**config.mk**
```make
export PLATFORM = sky130hd
export DESIGN_NAME = rect_ctl_flat
export DESIGN_NICKNAME = d
export VERILOG_FILES = /design/src/rtl/rect_ctl_if.sv /design/src/rtl/rect_ctl.sv /design/src/flat_wrapper.sv
export SDC_FILE = /design/constraint.sdc
export NUM_CORES = 1
export LEC_CHECK = 0
export BUFFER_PORTS_ARGS = -buffer_cell sky130_fd_sc_hd__buf_4
export CAP_MARGIN = 40
export CELL_PAD_IN_SITES_DETAIL_PLACEMENT = 1
export CELL_PAD_IN_SITES_GLOBAL_PLACEMENT = 1
export CORE_ASPECT_RATIO = 0.7
export CORE_MARGIN = 4
export CORE_UTILIZATION = 38
export DETAILED_ROUTE_END_ITERATION = 10
export PLACE_DENSITY = 0.83
export SYNTH_ARGS = -nofsm -noshare
export SYNTH_HDL_FRONTEND = slang
export SYNTH_SLANG_ARGS = --single-unit
```
**constraint.sdc**
```tcl
create_clock -name pclk -period 3.2 [get_ports pclk]
set_input_delay 0.64 -clock pclk [delete_from_list [all_inputs] [get_ports pclk]]
set_output_delay 0.64 -clock pclk [all_outputs]
set_load 0.05 [all_outputs]
```
**src/rtl/rect_ctl_if.sv**
```systemverilog
// Bus bundle between the timing/mouse side and rect_ctl: frame blank, mouse
// inputs and the registered rectangle position/state outputs.
interface rect_ctl_if;
   logic        vblnk_in;
   logic [11:0] mouse_xpos;
   logic [11:0] mouse_ypos;
   logic        mouse_left;
   logic [11:0] xpos;
   logic [11:0] ypos;
   logic [1:0]  state_out;

   modport master (
      output vblnk_in, mouse_xpos, mouse_ypos, mouse_left,
      input  xpos, ypos, state_out
   );

   modport slave (
      input  vblnk_in, mouse_xpos, mouse_ypos, mouse_left,
      output xpos, ypos, state_out
   );
endinterface

```
**src/rtl/rect_ctl.sv**
```systemverilog
// Frame-synchronous rectangle position controller: mouse tracking, gravity fall
// and floor parking. Define RECT_CTL_BOUNCE_EN to compile the bounce (RISE) state.
module rect_ctl #(
   parameter int X_MAX      = 752,
   parameter int FLOOR_Y    = 536,
   parameter int ACCEL      = 1,
   parameter int VMAX       = 32,
   parameter int BOUNCE_MIN = 4
) (
   input  logic       pclk,
   input  logic       rst,
   rect_ctl_if.slave  bus
);

   localparam logic [12:0] X_MAX_W = 13'(X_MAX);
   localparam logic [12:0] FLOOR_W = 13'(FLOOR_Y);
   localparam logic [12:0] ACCEL_W = 13'(ACCEL);
   localparam logic [12:0] VMAX_W  = 13'(VMAX);
`ifdef RECT_CTL_BOUNCE_EN
   localparam logic [12:0] BMIN_W  = 13'(BOUNCE_MIN);
`endif

`ifdef RECT_CTL_BOUNCE_EN
   typedef enum logic [1:0] {IDLE = 2'd0, FALL = 2'd1, LANDED = 2'd2, RISE = 2'd3} state_t;
`else
   typedef enum logic [1:0] {IDLE = 2'd0, FALL = 2'd1, LANDED = 2'd2} state_t;
`endif

   state_t      state, state_nxt;
   logic [11:0] xpos_r, xpos_nxt;
   logic [11:0] ypos_r, ypos_nxt;
   logic [5:0]  vel, vel_nxt;
   logic        vblnk_q, left_q;
   logic        tick, click;
   logic [12:0] fall_sum;
`ifdef RECT_CTL_BOUNCE_EN
   logic signed [12:0] rise_diff;
`endif

   // Upper clamp of a 13-bit sum into the 12-bit position range.
   function automatic logic [11:0] clamp_hi(input logic [12:0] v, input logic [12:0] lim);
      return (v > lim) ? lim[11:0] : v[11:0];
   endfunction

   function automatic logic [5:0] sat_vel(input logic [12:0] v);
      return (v > VMAX_W) ? VMAX_W[5:0] : v[5:0];
   endfunction

`ifdef RECT_CTL_BOUNCE_EN
   function automatic logic [11:0] floor_zero(input logic signed [12:0] v);
      return (v < 0) ? 12'd0 : v[11:0];
   endfunction
`endif

   assign tick  = bus.vblnk_in & ~vblnk_q;
   assign click = bus.mouse_left & ~left_q;

   assign bus.xpos      = xpos_r;
   assign bus.ypos      = ypos_r;
   assign bus.state_out = state;

   always_comb begin
      state_nxt = state;
      xpos_nxt  = xpos_r;
      ypos_nxt  = ypos_r;
      vel_nxt   = vel;
      fall_sum  = {1'b0, ypos_r} + {7'b0, vel};
`ifdef RECT_CTL_BOUNCE_EN
      rise_diff = $signed({1'b0, ypos_r}) - $signed({7'b0, vel});
`endif
      case (state)
         IDLE: begin
            if (tick) begin
               xpos_nxt = clamp_hi({1'b0, bus.mouse_xpos}, X_MAX_W);
               ypos_nxt = clamp_hi({1'b0, bus.mouse_ypos}, FLOOR_W);
            end
            if (click) begin
               state_nxt = FALL;
               vel_nxt   = '0;
            end
         end
         FALL: begin
            if (tick) begin
               if (fall_sum >= FLOOR_W) begin
                  ypos_nxt = FLOOR_W[11:0];
`ifdef RECT_CTL_BOUNCE_EN
                  if ({7'b0, vel} >= BMIN_W) begin
                     state_nxt = RISE;
                     vel_nxt   = vel >> 1;
                  end else begin
                     state_nxt = LANDED;
                  end
`else
                  state_nxt = LANDED;
`endif
               end else begin
                  // Position advances by the velocity held before this tick.
                  ypos_nxt = fall_sum[11:0];
                  vel_nxt  = sat_vel({7'b0, vel} + ACCEL_W);
               end
            end
         end
         LANDED: begin
            if (click) state_nxt = IDLE;
         end
`ifdef RECT_CTL_BOUNCE_EN
         RISE: begin
            if (tick) begin
               ypos_nxt = floor_zero(rise_diff);
               if ({7'b0, vel} <= ACCEL_W) begin
                  vel_nxt   = '0;
                  state_nxt = FALL;
               end else begin
                  vel_nxt = 6'({7'b0, vel} - ACCEL_W);
               end
            end
         end
`endif
         default: state_nxt = IDLE;
      endcase
   end

   always_ff @(posedge pclk) begin
      if (rst) begin
         state   <= IDLE;
         xpos_r  <= '0;
         ypos_r  <= '0;
         vel     <= '0;
         vblnk_q <= 1'b0;
         left_q  <= 1'b0;
      end else begin
         state   <= state_nxt;
         xpos_r  <= xpos_nxt;
         ypos_r  <= ypos_nxt;
         vel     <= vel_nxt;
         vblnk_q <= bus.vblnk_in;
         left_q  <= bus.mouse_left;
      end
   end

endmodule
```
**src/flat_wrapper.sv**
```systemverilog
// flat-port wrapper written by rule: the top's interface ports become plain ports
module rect_ctl_flat 
#(
   parameter int X_MAX      = 752,
   parameter int FLOOR_Y    = 536,
   parameter int ACCEL      = 1,
   parameter int VMAX       = 32,
   parameter int BOUNCE_MIN = 4
)
  (pclk, rst, bus_vblnk_in, bus_mouse_xpos, bus_mouse_ypos, bus_mouse_left, bus_xpos, bus_ypos, bus_state_out);
  rect_ctl_if bus_i ();
  input  logic pclk;
  input  logic rst;
  input wire logic [$bits(bus_i.vblnk_in)-1:0] bus_vblnk_in;
  input wire logic [$bits(bus_i.mouse_xpos)-1:0] bus_mouse_xpos;
  input wire logic [$bits(bus_i.mouse_ypos)-1:0] bus_mouse_ypos;
  input wire logic [$bits(bus_i.mouse_left)-1:0] bus_mouse_left;
  output wire logic [$bits(bus_i.xpos)-1:0] bus_xpos;
  output wire logic [$bits(bus_i.ypos)-1:0] bus_ypos;
  output wire logic [$bits(bus_i.state_out)-1:0] bus_state_out;
  assign bus_i.vblnk_in = bus_vblnk_in;
  assign bus_i.mouse_xpos = bus_mouse_xpos;
  assign bus_i.mouse_ypos = bus_mouse_ypos;
  assign bus_i.mouse_left = bus_mouse_left;
  assign bus_xpos = bus_i.xpos;
  assign bus_ypos = bus_i.ypos;
  assign bus_state_out = bus_i.state_out;
  rect_ctl #(.X_MAX(X_MAX), .FLOOR_Y(FLOOR_Y), .ACCEL(ACCEL), .VMAX(VMAX), .BOUNCE_MIN(BOUNCE_MIN)) u_core (.pclk(pclk), .rst(rst), .bus(bus_i));
endmodule
```
==> run_results.csv <==
group,metric,value,unit
floorplan,dieWidth,94.84,µm
final_layout,nNetsFinal,328,
final_layout,drive_gt1_frac,0.2534,
timing,rsz0062_at_grt,"false",
timing,finalClockSkew,0.01070,ns
clock_tree,cts_tree,"built",
drt,drt-initial-drc-count,84,
timing,slew_violations,0,
logic_synthesis,ys_top_cells_by_area,"dfxtp_1 34%, nor2_1 4.7%, ha_1 4.4%",
clock_tree,root_buffer,"clkbuf_8",
timing,setup_viol,0,
final_layout,multi_input_area,0.001232,mm²
critical_path,critPathKind,"register to register",
run_status,outcome,"completed",
power,ir_worst_vdd,0.0001830,V
floorplan,row_count,21,
timing,fmax,333.2,MHz
global_routing,grt_pass1_vias,2146,
power,total_power,0.001090,W
drt,drc,0,
logic_synthesis,yosys.area.top_type_share,0.3394,
timing,slew-limit-headroom,0.5094,
critical_path,start_kind,"register",
global_routing,antenna_found_initial,0,
timing,fin_crit_sh,0.9380,
critical_path,critPathCaptureType,"register",
logic_synthesis,synth_edf_count,0,
final_layout,fill_cells,616,
clock_tree,cts_sinks,34,
floorplan,start_util,0.4060,
global_routing,grt_max_degree,23,
drt,ant_nets,0,
drt,via_per_inst,5.737,
drt,vias,2071,
logic_synthesis,synth_top_cell_by_area,"dfxtp_1",
global_routing,track_usage,0.2208,
place,dpl.cell_count,354,
run,maxCapViolCount,0,
timing,finalCriticalPeriod,3.002,ns
timing,fin_tns_setup,0,ns
critical_path,cpPeakStageDelay,0.40,ns
clock_tree,htree_num_levels,2,
logic_synthesis,synthFlopType,"dfxtp_1",
floorplan,core_area,0.004940,mm²
drt,first_pass_iters,4,
drt,finalWirelength,6700,µm
critical_path,path_cells,"ha_1 -> inv_1 -> fa_1 -> nand2b_1 -> a21oi_2 -> xor2_2 -> a211oi_1 -> a21o_1 -> and3b_2 -> a221oi_1 -> a211oi_1",
global_routing,grt-ovfl-total,0,
logic_synthesis,syn_inst,242,
critical_path,cp_top_family,"compound AO/OA/AOI/OAI gates",
power,powerDensity,424.2,mW/mm²
timing,layout_setup_ws,0.1983,ns
min_path,hold_path_class,"register to register",
place,port_buffers,53,
critical_path,path_buf_inv,1,
timing,hold_viol_final,0,
place,dp_hpwl,5014,µm
critical_path,slowest_stage,"dfxtp_1",
critical_path,crit_top_cell,"a211oi_1",
clock_tree,worstSkewPairLatency,0.30,ns
logic_synthesis,syn_area,0.002006,mm²
power,p_leak,1.087,nW
logic_synthesis,synthArstFlopShare,0,
logic_synthesis,synth_fp_nets,278,
critical_path,crit_required,3.41,ns
final_layout,layout_common_cells,"55 x buf_4, 34 x dfxtp_1, 25 x nor2_1",
clock_tree,cts_setup_buffers,0,
floorplan,fp.dieH,68.79,µm
global_routing,grt_pass1_wl,10990,µm
critical_path,arrival,3.21,ns
logic_synthesis,ys_ff_latch,34,
floorplan,pin_count,54,
floorplan,die-area,0.006523,mm²
critical_path,worst-path-max-fanout,11,
final_layout,antenna-diode-count,0,
clock_tree,postCtsHoldBufs,0,
drt,wl_per_cell,18.56,µm
final_layout,final_cells,361,
clock_tree,cts_made_buffers,5,
logic_synthesis,ys_types,55,
final_layout,final_common_cell,"buf_4",
final_layout,ff_latch_area,680.7,µm²
final_layout,post-route-util,0.5203,
place,place_congestion,0.8407,
logic_synthesis,avgSynthCellArea,8.288,µm²
clock_tree,clk_path_buf_depth,2,
clock_tree,cts_resized,0,
logic_synthesis,yosysSeqAreaShare,0.3394,
clock_tree,clk_pin_slew,0.08,ns
final_layout,area_growth,28.13,%
logic_synthesis,yosysWarnings,0,
timing,worst_pin_slew,0.7331,ns
place,place_ws,0.1321,ns
cells in the mapped netlist, types with 4 or more instances:
cell type  count
o21ai_0       15
a31oi_1        6
and3_1         8
nor3_1         4
clkbuf_1       7
nand2_1       14
a221oi_1       4
xor2_1         4
or3_1          4
inv_1         12
dfxtp_1       34
a21oi_1       13
ha_1           7
nand3_1       11
nor2_1        25
nand2b_1       6
nor2b_1        9
o311ai_0       4
a22oi_1        4
path summary, 6_finish.rpt:
check	from	endpoint	slack, ns	depth (start not counted)
worst max-delay path	u_core.vel[0]	u_core.bus.ypos[1]	0.20	11
worst min-delay path	u_core.bus.xpos[8]	u_core.bus.xpos[8]	0.49	2
worst max register to register	u_core.vel[0]	u_core.bus.ypos[1]	0.20	11
worst min register to register	u_core.bus.xpos[8]	u_core.bus.xpos[8]	0.49	2
layer usage:
| layer | track usage | share of wire | up-vias |
|---|---|---|---|
| met5 | 0 | 0 | - |
| met4 | 0.03777 | 0.0073 | 0 |
| met1 | 0.3064 | 0.50 | 1031 |
| li1 | - | - | 987 |
| met2 | 0.3521 | 0.45 | 47 |
| met3 | 0.05640 | 0.047 | 6 |
where the power goes:
group	internal, W	leakage [nW]	switching [W]	total (W)
clock	0.000249	0.0573	0.000165	0.000415
sequential	0.000440	0.278	0.0000197	0.000460
combinational	0.0000767	0.752	0.000139	0.000215
total	0.000767	1.09	0.000324	0.00109
cell families after synthesis:
kind of cell             Yosys count  synth area share
buffers and inverters             24           0.05427
AO/OA/AOI/OAI                     75            0.2757
flip-flops                        34            0.3394
multiplexers                       1          0.004991
adder cells (fa/ha/maj)            8           0.05365
AND/OR/NAND/NOR                   93            0.2414
XOR/XNOR                           7           0.03057
cell type report:
type                       instances  share of cell area
multi-input combinational        184              0.4796
sequential                        34              0.2648
timing repair buffer              55              0.1607
tap                               69             0.03359
clock buffer                       6             0.03213
inverter                          12             0.01753
clock inverter                     1             0.01168
flip-flops by register name (all words and copies together), names as in the netlist:
name                  flops
u_core.bus.xpos          12
u_core.left_q             1
u_core.vel                6
u_core.bus.ypos          12
u_core.bus.state_out      2
u_core.vblnk_q            1
through the flow:
step | cell area (µm²) | hold WS (ns)
after detailed placement | 2441 | 0.4706
final | 2570 | 0.4857
after global placement | 2441 | 0.4583
after global routing | 2570 | 0.4947
after CTS | 2554 | 0.4818
after floorplan | 2006 | 0.4751
worst min-delay path, delay by kind of cell, from the launching register on:
| family | cells | cell delay [ns] |
|---|---|---|
| AND/OR/NAND/NOR | 1 | 0.06 |
| AO/OA/AOI/OAI | 1 | 0.05 |
| flip-flops | 1 | 0.33 |
Note: power is estimated with default switching activity, not from simulation.
